## src/rtl/apb_bridge_arbiter.sv

```systemverilog
// Round-robin arbiter sharing the AHB-side port of the AHB-to-APB bridge among NREQ requesters.
// A DATA-phase timeout keeps a hung APB slave from locking the bridge.
module apb_bridge_arbiter #(
    parameter int NREQ        = 2,
    parameter int ADDR_W      = 32,
    parameter int DATA_W      = 32,
    parameter int TIMEOUT_CYC = 16
) (
    input  logic                     clk,
    input  logic                     rst,
    input  logic [NREQ-1:0]          req_valid,
    input  logic [NREQ-1:0]          req_write,
    input  logic [NREQ*ADDR_W-1:0]   req_addr,
    input  logic [NREQ*DATA_W-1:0]   req_wdata,
    output logic [NREQ-1:0]          req_grant,
    output logic [NREQ-1:0]          req_done,
    output logic                     req_err,
    output logic [DATA_W-1:0]        req_rdata,
    output logic                     valid,
    output logic                     Hwrite,
    output logic [ADDR_W-1:0]        Haddr,
    output logic [DATA_W-1:0]        Hwdata,
    input  logic                     Hreadyout,
    input  logic [DATA_W-1:0]        Hrdata
);

    localparam int IW = (NREQ > 2) ? 2 : 1;

    typedef enum logic [1:0] {IDLE, ADDR, DATA, DONE} state_t;

    state_t              state, state_nx;
    logic [IW-1:0]       last_grant, last_grant_nx;
    logic [7:0]          cnt, cnt_nx;

    logic                found;
    logic [IW-1:0]       winner;
    logic                sel_write;
    logic [ADDR_W-1:0]   sel_addr;
    logic [DATA_W-1:0]   sel_wdata;
    logic [NREQ-1:0]     sel_grant;

    logic                valid_nx;
    logic                hwrite_nx;
    logic [ADDR_W-1:0]   haddr_nx;
    logic [DATA_W-1:0]   hwdata_nx;
    logic [NREQ-1:0]     grant_nx;
    logic [NREQ-1:0]     done_nx;
    logic                err_nx;
    logic [DATA_W-1:0]   rdata_nx;

    // Round-robin pick: first requester above last_grant, otherwise wrap to the lowest one.
    always_comb begin
        found     = 1'b0;
        winner    = '0;
        sel_write = 1'b0;
        sel_addr  = '0;
        sel_wdata = '0;
        sel_grant = '0;
        for (int i = 0; i < NREQ; i++) begin
            if (!found && req_valid[i] && (IW'(i) > last_grant)) begin
                found  = 1'b1;
                winner = IW'(i);
            end
        end
        for (int i = 0; i < NREQ; i++) begin
            if (!found && req_valid[i]) begin
                found  = 1'b1;
                winner = IW'(i);
            end
        end
        for (int i = 0; i < NREQ; i++) begin
            if (IW'(i) == winner) begin
                sel_write    = req_write[i];
                sel_addr     = req_addr[i*ADDR_W +: ADDR_W];
                sel_wdata    = req_wdata[i*DATA_W +: DATA_W];
                sel_grant[i] = 1'b1;
            end
        end
    end

    always_comb begin
        state_nx      = state;
        last_grant_nx = last_grant;
        cnt_nx        = cnt;
        valid_nx      = 1'b0;
        hwrite_nx     = Hwrite;
        haddr_nx      = Haddr;
        hwdata_nx     = Hwdata;
        grant_nx      = req_grant;
        done_nx       = '0;
        err_nx        = 1'b0;
        rdata_nx      = req_rdata;
        case (state)
            IDLE: begin
                if (found) begin
                    state_nx      = ADDR;
                    last_grant_nx = winner;
                    valid_nx      = 1'b1;
                    hwrite_nx     = sel_write;
                    haddr_nx      = sel_addr;
                    hwdata_nx     = sel_wdata;
                    grant_nx      = sel_grant;
                end
            end
            ADDR: state_nx = DATA;
            DATA: begin
                // A completion on the final allowed cycle still wins over the timeout.
                if (Hreadyout) begin
                    state_nx = DONE;
                    done_nx  = req_grant;
                    rdata_nx = Hrdata;
                end else if (cnt == 8'(TIMEOUT_CYC - 1)) begin
                    state_nx = DONE;
                    done_nx  = req_grant;
                    err_nx   = 1'b1;
                    rdata_nx = '0;
                end else begin
                    cnt_nx = cnt + 8'd1;
                end
            end
            DONE: begin
                state_nx = IDLE;
                grant_nx = '0;
                cnt_nx   = '0;
            end
            default: state_nx = IDLE;
        endcase
    end

    always_ff @(posedge clk) begin
        if (rst) begin
            state      <= IDLE;
            last_grant <= IW'(NREQ - 1);
            cnt        <= '0;
            valid      <= 1'b0;
            Hwrite     <= 1'b0;
            Haddr      <= '0;
            Hwdata     <= '0;
            req_grant  <= '0;
            req_done   <= '0;
            req_err    <= 1'b0;
            req_rdata  <= '0;
        end else begin
            state      <= state_nx;
            last_grant <= last_grant_nx;
            cnt        <= cnt_nx;
            valid      <= valid_nx;
            Hwrite     <= hwrite_nx;
            Haddr      <= haddr_nx;
            Hwdata     <= hwdata_nx;
            req_grant  <= grant_nx;
            req_done   <= done_nx;
            req_err    <= err_nx;
            req_rdata  <= rdata_nx;
        end
    end

endmodule
```

## config.mk

```make
export PLATFORM = sky130hd
export DESIGN_NAME = apb_bridge_arbiter
export DESIGN_NICKNAME = d
export VERILOG_FILES = /design/src/rtl/apb_bridge_arbiter.sv
export SDC_FILE = /design/constraint.sdc
export NUM_CORES = 1
export LEC_CHECK = 0
export ABC_AREA = 1
export BUFFER_PORTS_ARGS = -buffer_cell sky130_fd_sc_hd__buf_2
export CORE_AREA = 2 2 106 108
export CTS_BUF_LIST = sky130_fd_sc_hd__clkbuf_8
export CTS_CLUSTER_SIZE = 8
export DETAILED_ROUTE_END_ITERATION = 10
export DIE_AREA = 0 0 108 110
export PLACE_DENSITY = 0.82
export SKIP_LAST_GASP = 1
export SLEW_MARGIN = 30
export SYNTH_ARGS = -nofsm -noshare
export SYNTH_HDL_FRONTEND = slang
export SYNTH_SLANG_ARGS = --single-unit
```

## constraint.sdc

```tcl
create_clock -name clk -period 1.88 [get_ports clk]
set_input_delay 0.188 -clock clk [delete_from_list [all_inputs] [get_ports clk]]
set_output_delay 0.188 -clock clk [all_outputs]
set_load 0.02 [all_outputs]
```

# Yosys cells after proc, flatten, opt, wreduce, memory -nomap -nowiden
# Index checks and enable logic that the tools add are counted.
# word_totals
out_inout_bits	103
elab_cells	71
reg_bits	114
# op_classes
muxes	27
addsub	1
n_reduce_logical	20
order_cmp	2
n_bitwise	2
eq_ne	8
# ops
cell	count
32-bit 2-to-1 mux	4
8-bit 2-to-1 mux	2
8-bit one-hot mux with 2 select lines	1
1-bit 2-to-1 mux	12
2-bit 2-to-1 mux	6
8-bit by 1-bit adder with 8-bit output (second input constant)	1
8-bit by 4-bit == test with 1-bit output (second input constant)	1
2-bit one-hot mux with 4 select lines	1
2-bit AND reduction	4
2-bit inequality test (second input constant)	3
2-bit nonzero test	3
1-bit logical AND	5
2-bit == test (second input constant)	2
2-bit one-hot mux with 2 select lines	1
2-bit OR reduction	2
1-bit logical NOT	3
3-bit inequality test (second input constant)	1
3-bit AND reduction	1
3-bit OR reduction	1
2-bit by 1-bit == test with 1-bit output (second input constant)	1
1-bit greater-than comparator (first input constant)	2
2-bit logical NOT	1
1-bit NOT	2

# Logic depth before layout (Yosys ltp)
# Gate-level depths: netlist of run 1.
# logic_depth
word_depth	16
mapped_depth	9
depth_no_buf	9

# Worst setup path before layout of run 1
# OpenSTA, ideal clock, no wires.
# synth_path
path_type	register to register
start	register state[0]
end	register cnt[6]
path_stages_with_launch	9
setup_time_ns	0.113
path_slack_ns	0.451
period_less_slack_ns	1.429
arrival_time_ns	1.317
path_cell_list	dfxtp_1 -> inv_1 -> ha_1 -> or2_1 -> buf_6 -> nand2_4 -> nand2_1 -> nor2_1 -> nor2_1
# synth_via
elab_chain_cells	3
# synth_rtl
element	line_no	text
from (decl)	31	state_t state, state_nx;
from (signal assigned)	144	state <= state_nx;
2-bit == test	93	case (state)
2-bit inequality test (no line) or 2-bit nonzero test (tied branches)	--	
3-bit AND reduction (no line)	--	
to (signal assigned)	146	cnt <= cnt_nx;
to (decl)	33	logic [7:0] cnt, cnt_nx;
# Several ways; a longest one is shown, not always the timed one.
# A chain may end at the register's enable or synchronous reset.

# Worst setup path after layout of run 1
# layout_path
start	register cnt[1]
end	register req_rdata[3]
# layout_via
elab_chain_cells	3
# layout_rtl
element	line_no	text
8-bit by 4-bit == test with 1-bit output	112	end else if (cnt == 8'(TIMEOUT_CYC - 1)) begin
2-bit nonzero test (no line)	--	
2-bit AND reduction (no line)	--	
to (signal assigned)	154	req_rdata <= rdata_nx;
to (decl)	18	output logic [DATA_W-1:0] req_rdata,
# Every way passes these cells.

==> results.json, run 1 <==
{
  "antenna_found_initial": 1,
  "yosysWarnings": 0,
  "finalSetupTns_ps": 0,
  "dpl.hpwl_mm": 10.1,
  "drive_gt1_share_pct": 37.8,
  "totalPowerFinal_w": 0.00919,
  "start_util_pct": 45.4,
  "slew-limit-headroom_pct": 66.4,
  "slew_viol_final": 0,
  "dieArea_um2": 11900,
  "hold_violations": 0,
  "grt_pass1_wl_mm": 22.7,
  "groute.usage.overall_pct": 24.3,
  "cp_top_family": "simple AND/OR/NAND/NOR gates",
  "ys_seq_elements": 114,
  "required_ps": 2160,
  "crit_path_start_kind": "flop",
  "vdd_ir_drop_max_v": 0.000857,
  "min_path_cells": 3,
  "die-height_um": 110,
  "layout.nets": 1090,
  "port_buffers": 269,
  "place_ws_ps": 241,
  "grt_overflow_total": 0,
  "insertion_delay_ps": 420,
  "min_period_ps": 1660,
  "grt_max_degree": 97,
  "critPathMaxFanout": 32,
  "cts_sinks": 114,
  "syn-cell-area_um2": 4860,
  "post_cts_buffers": 0,
  "cts_tree": "yes",
  "wl_mm": 14.9,
  "root_buffer": "clkbuf_8",
  "syn_inst": 645,
  "num_vias": 5332,
  "outcome": "finished clean",
  "gp_congestion": 0.884,
  "rsz0062_at_grt": "false",
  "skew_ps": 11.4,
  "crit_chain": "ha_1 > nand2_1 > nor2_2 > nand3_2 > nand2_2 > nand2_4 > nand2_2 > a21oi_1",
  "die_w_um": 108,
  "fmax_mhz": 603,
  "worst_pin_slew_ps": 504,
  "yosysUniqueCellTypes": 25,
  "syn_to_final_growth_pct": 41.3,
  "critPathArrivalTime_ps": 1940,
  "holdWs_ps": 23.3,
  "drt_iter0_markers": 303,
  "detail-route-antenna-nets": 0,
  "ys.flop_type": "dfxtp_1",
  "power.leakage_nw": 3.35,
  "cp_common_cell": "nand2_2",
  "first_pass_iters": 4,
  "rows": 38,
  "end_kind": "flop",
  "cts_max_level": 4,
  "cp_num_buf_inv": 0,
  "clk_pin_slew_worst_paths_ps": 80,
  "post-route-period-util_pct": 88.2,
  "layout_setup_ws_ps": 221,
  "cpPeakStageDelay_ps": 380,
  "worstRegToRegCells": 8,
  "core_um2": 10700,
  "syn-num-nets": 817,
  "syn_area_per_cell_um2": 7.53,
  "hold_path_class": "in -> reg",
  "power.density_nw_per_um2": 1340,
  "drcViolationCount": 0,
  "clk_path_buf_depth": 2,
  "routed_via_density": 4.97,
  "ff_latch_area_um2": 2280,
  "num_io_pins": 270,
  "yosysSeqAreaShare_pct": 47.0,
  "cp.depth": 8,
  "wire_per_inst_um": 13.9,
  "synthArstFlopShare_pct": 0,
  "n_fill_cell": 957,
  "drv_cap": 0,
  "multi_input_area_um2": 2250,
  "critPathKind": "reg -> reg",
  "setup_viol": 0,
  "crit_slowest_cell": "dfxtp_1",
  "grt_pass1_vias": 4895,
  "synth_edf_count": 0,
  "cts_buffers": 17
}
[synth_stat cells, types with 5 or more instances]
| library cell | instances | share of area [%] |
|---|---|---|
| nand2_1 | 202 | 16 |
| dfxtp_1 | 114 | 47 |
| a31oi_1 | 65 | 8.4 |
| o21ai_0 | 54 | 5.6 |
| a21oi_1 | 44 | 4.5 |
| nand2_2 | 32 | 4.1 |
| nor2_1 | 22 | 1.7 |
| clkbuf_1 | 20 | 1.5 |
| nand3_1 | 16 | 1.6 |
| buf_2 | 14 | 1.4 |
| inv_1 | 13 | 1.0 |
| o21ai_1 | 13 | 1.3 |
| buf_4 | 8 | 1.2 |
| buf_6 | 5 | 1.2 |
| ha_1 | 5 | 1.3 |
| inv_2 | 5 | 0.39 |
[layout make-up]
type | instances | area share, %
sequential | 114 | 33.2
multi-input combinational | 465 | 32.7
timing repair buffer | 301 | 25.1
clock buffer | 18 | 3.61
tap | 140 | 2.55
clock inverter | 14 | 1.71
inverter | 19 | 1.04
antenna | 1 | 0.0365
[final timing paths]
check                start      endpoint  slack [ps]
min reg2reg   req_rdata[0]  req_rdata[0]         460
max reg2reg         cnt[1]  req_rdata[3]         220
max                 cnt[1]  req_rdata[3]         220
min          req_wdata[43]    Hwdata[11]          20
[placed cells by master (no fill, tap or decap), types with 2 or more instances in the layout]
cell,Yosys,layout
a21oi_1,44,44
a31oi_1,65,65
buf_12,0,6
buf_2,14,269
buf_4,8,2
clkbuf_8,0,18
clkinv_2,0,3
clkinv_4,0,3
clkinvlp_4,0,4
dfxtp_1,114,114
dlygate4sd3_1,0,24
ha_1,5,5
inv_1,13,15
inv_2,5,6
nand2_1,202,201
nand2_2,32,33
nand2_4,2,2
nand3_1,16,16
nand3_2,2,2
nand3b_1,2,2
nor2_1,22,22
nor3_1,2,2
o21ai_0,54,54
o21ai_1,13,13
[what timing repair did]
item                                    CTS  global route
hold buffers                             24             0
gates resized for setup                   0             0
hold endpoints to repair                 24             0
endpoints found under the setup margin    0             0
[state kept, by name, summed over array words and instances (netlist names)]
name        flops
Haddr          32
Hwdata         32
req_rdata      32
cnt             8
req_done        2
req_grant       2
state           2
Hwrite          1
last_grant      1
req_err         1
valid           1
[report_power, final]
group | switching [W] | total (W) | internal, W
Sequential | 0.000345 | 0.00343 | 0.00308
Combinational | 0.00240 | 0.00365 | 0.00125
Clock | 0.00104 | 0.00211 | 0.00107
Total | 0.00379 | 0.00919 | 0.00540
[cells by family after synthesis]
group                      synth area share [%]
adders and majority gates                  1.29
AOI/OAI and AO/OA                          19.8
buffers and inverters                      6.85
and+or+nand+nor                            25.1
DFF                                        47.0
[worst reg2reg max path, cell delays in order, from the launching register on]
cell and delay [ps]:
dfxtp_1 380, ha_1 210, nand2_1 90, nor2_2 100, nand3_2 100, nand2_2 120
nand2_4 290, nand2_2 170, a21oi_1 70
[routing by layer]
layer	global-route usage, %	routed length (um)	vias up
met2	42.2	7270	231
li1	-	-	2717
met5	0	0	-
met4	11.0	284	0
met3	9.23	1390	20
met1	26.5	5950	2364
[stage by stage]
stage / area (um^2) / utilization, % / instances
detailed placement: 6260 / 58.5 / 1015
finish: 6860 / 64.2 / 1072
floorplan: 4860 / - / 645
global route: 6860 / 64.2 / 1072
CTS: 6860 / 64.1 / 1071
global placement: 6260 / 58.5 / 1015
(Power assumes the default switching activity.)
==> run 2: changes to the inputs <==
Settings changed: CORE_AREA 2 2 106 108 to 2 2 96 134, DIE_AREA 0 0 108 110 to 0 0 98 136, PLACE_DENSITY 0.82 to 0.76.
Clock period 1.88 ns to 1.5 ns, I/O delays scaled along.
==> run 2 against run 1 <==
Net effect:
- clock skew is essentially flat
- final area grew 26%
- final cell count grew 15%
- setup slack lost 170 ps
- via count grew 24%
- routed wire length grew 41%
- fmax grew 15%
- critical path type unchanged
- critical endpoint is now req_rdata[2]
- largest cell class is now buffers
- largest power group unchanged
==> results.json, run 2 (synthesized netlist as in run 1, its figures left out) <==
{
  "setup_viol": 0,
  "reg.largest.list": "Haddr: 32 flops, Hwdata: 32 flops, req_rdata: 32 flops",
  "layout.nets": 1245,
  "grt_max_degree": 74,
  "detail-route-antenna-nets": 0,
  "drt_iter0_markers": 301,
  "critPathMaxFanout": 8,
  "hold_violations": 0,
  "drv_cap": 0,
  "first_pass_iters": 5,
  "critPathArrivalTime_ps": 1740,
  "drive_gt1_share_pct": 35.5,
  "slew_viol_final": 0,
  "vdd_ir_drop_max_v": 0.000824,
  "final_cells": 1236,
  "power.density_nw_per_um2": 1540,
  "wire_per_inst_um": 17.0,
  "drcViolationCount": 0,
  "critPathKind": "reg -> reg",
  "slew-limit-headroom_pct": 72.8,
  "cts_max_level": 4,
  "num_vias": 6601,
  "insertion_delay_ps": 430,
  "die-height_um": 136,
  "hold_path_class": "in -> reg",
  "core_um2": 12200,
  "dp.cells": 1036,
  "mostFrequentLayoutCell": "buf_2",
  "port_buffers": 269,
  "grt_pass1_vias": 6397,
  "rsz0062_at_grt": "true",
  "required_ps": 1790,
  "groute.usage.overall_pct": 28.3,
  "grt_overflow_total": 0,
  "place_ws_ps": -20.9,
  "power.leakage_nw": 4.13,
  "layout_common_cells": "buf_2, nand2_1, dlygate4sd3_1, dfxtp_1, a31oi_1",
  "worst_pin_slew_ps": 408,
  "syn_to_final_growth_pct": 78.6,
  "skew_ps": 11.3,
  "min_period_ps": 1450,
  "cts_sinks": 114,
  "start_util_pct": 39.9,
  "antenna_found_initial": 1,
  "post-route-period-util_pct": 96.4,
  "clk_pin_slew_worst_paths_ps": 70,
  "crit_path_start_kind": "flop",
  "fmax_mhz": 691,
  "end_kind": "flop",
  "wl_mm": 21.0,
  "cts_tree": "yes",
  "min_path_cells": 3,
  "dpl.hpwl_mm": 10.1,
  "gp_congestion": 0.822,
  "num_io_pins": 270,
  "grt_pass1_wl_mm": 30.6,
  "dieArea_um2": 13300,
  "worstRegToRegCells": 9,
  "layout_setup_ws_ps": 53.5,
  "utilization_pct": 71.2,
  "outcome": "finished clean",
  "cts_buffers": 17,
  "totalPowerFinal_w": 0.0134,
  "root_buffer": "clkbuf_8",
  "die_w_um": 98,
  "rows": 48,
  "routed_via_density": 5.34,
  "clk_path_buf_depth": 2
}
## run 2: changes by cell type in the layout (fill, tap and decap cells not counted), moves of 6 or more
cell,delta
o21ai_0,-7
dlygate4sd3_1,+133
o21ai_1,+7
buf_4,+11
clkbuf_16,+6
## run 2: path summary, 6_finish.rpt
check / end / startpoint / slack (ps)
min reg2reg: req_rdata[5] / req_rdata[5] / 460
min: Hwdata[15] / req_wdata[15] / 30
max: req_rdata[2] / cnt[1] / 50
max reg2reg: req_rdata[2] / cnt[1] / 50
## run 2: critical path, stage by stage (launching register included)
cell and delay [ps]:
dfxtp_2 350, ha_4 170, nand2_4 60, nor2_4 140, nand3_4 110, nand2_4 120, nand2_8 80, clkbuf_16 170
nand2_2 60, a21oi_1 50
## run 2: per-layer routing
layer  vias up  wire length (um)  GRT usage [%]
met5         -                 0              0
met4         0              1080           17.0
met3       103              1790           7.15
met2       480             10500           50.4
met1      2999              7580           30.1
li1       3019                 -              -
## run 2: stage by stage
step | TNS (ps) | hold WS (ps) | instance area, um^2
2_1_floorplan | 0 | 229 | 4860
3_3_place_gp | 0 | 359 | 6380
3_5_place_dp | -253 | 363 | 6380
4_1_cts | -7.15 | 2.61 | 8390
5_1_grt | -370 | 14.6 | 8670
6_report | 0 | 29.3 | 8680
## run 2: report_power, final
group	internal, W	switching (W)
combinational	0.00255	0.00355
clock	0.00165	0.00126
sequential	0.00387	0.000511
## run 2: final cells by class
type / count / area [um^2]
Timing Repair Buffer: 456 / 3400
Inverter: 19 / 71.3
Multi-Input combinational cell: 465 / 2330
Clock buffer: 18 / 248
Clock inverter: 12 / 143
Sequential cell: 114 / 2290
Fill cell: 838 / 3510
Tap cell: 150 / 188
Antenna cell: 2 / 5.00
## run 2: timing repair
| action | in CTS | in global routing |
|---|---|---|
| buffers inserted | 1 | 2 |
| hold buffers | 157 | 0 |
| endpoints found under the setup margin | 39 | 109 |
| gates cloned | 1 | 7 |
| endpoints found under the hold margin | 96 | 0 |
| pin swaps | 2 | 4 |
| resized for setup | 2 | 28 |
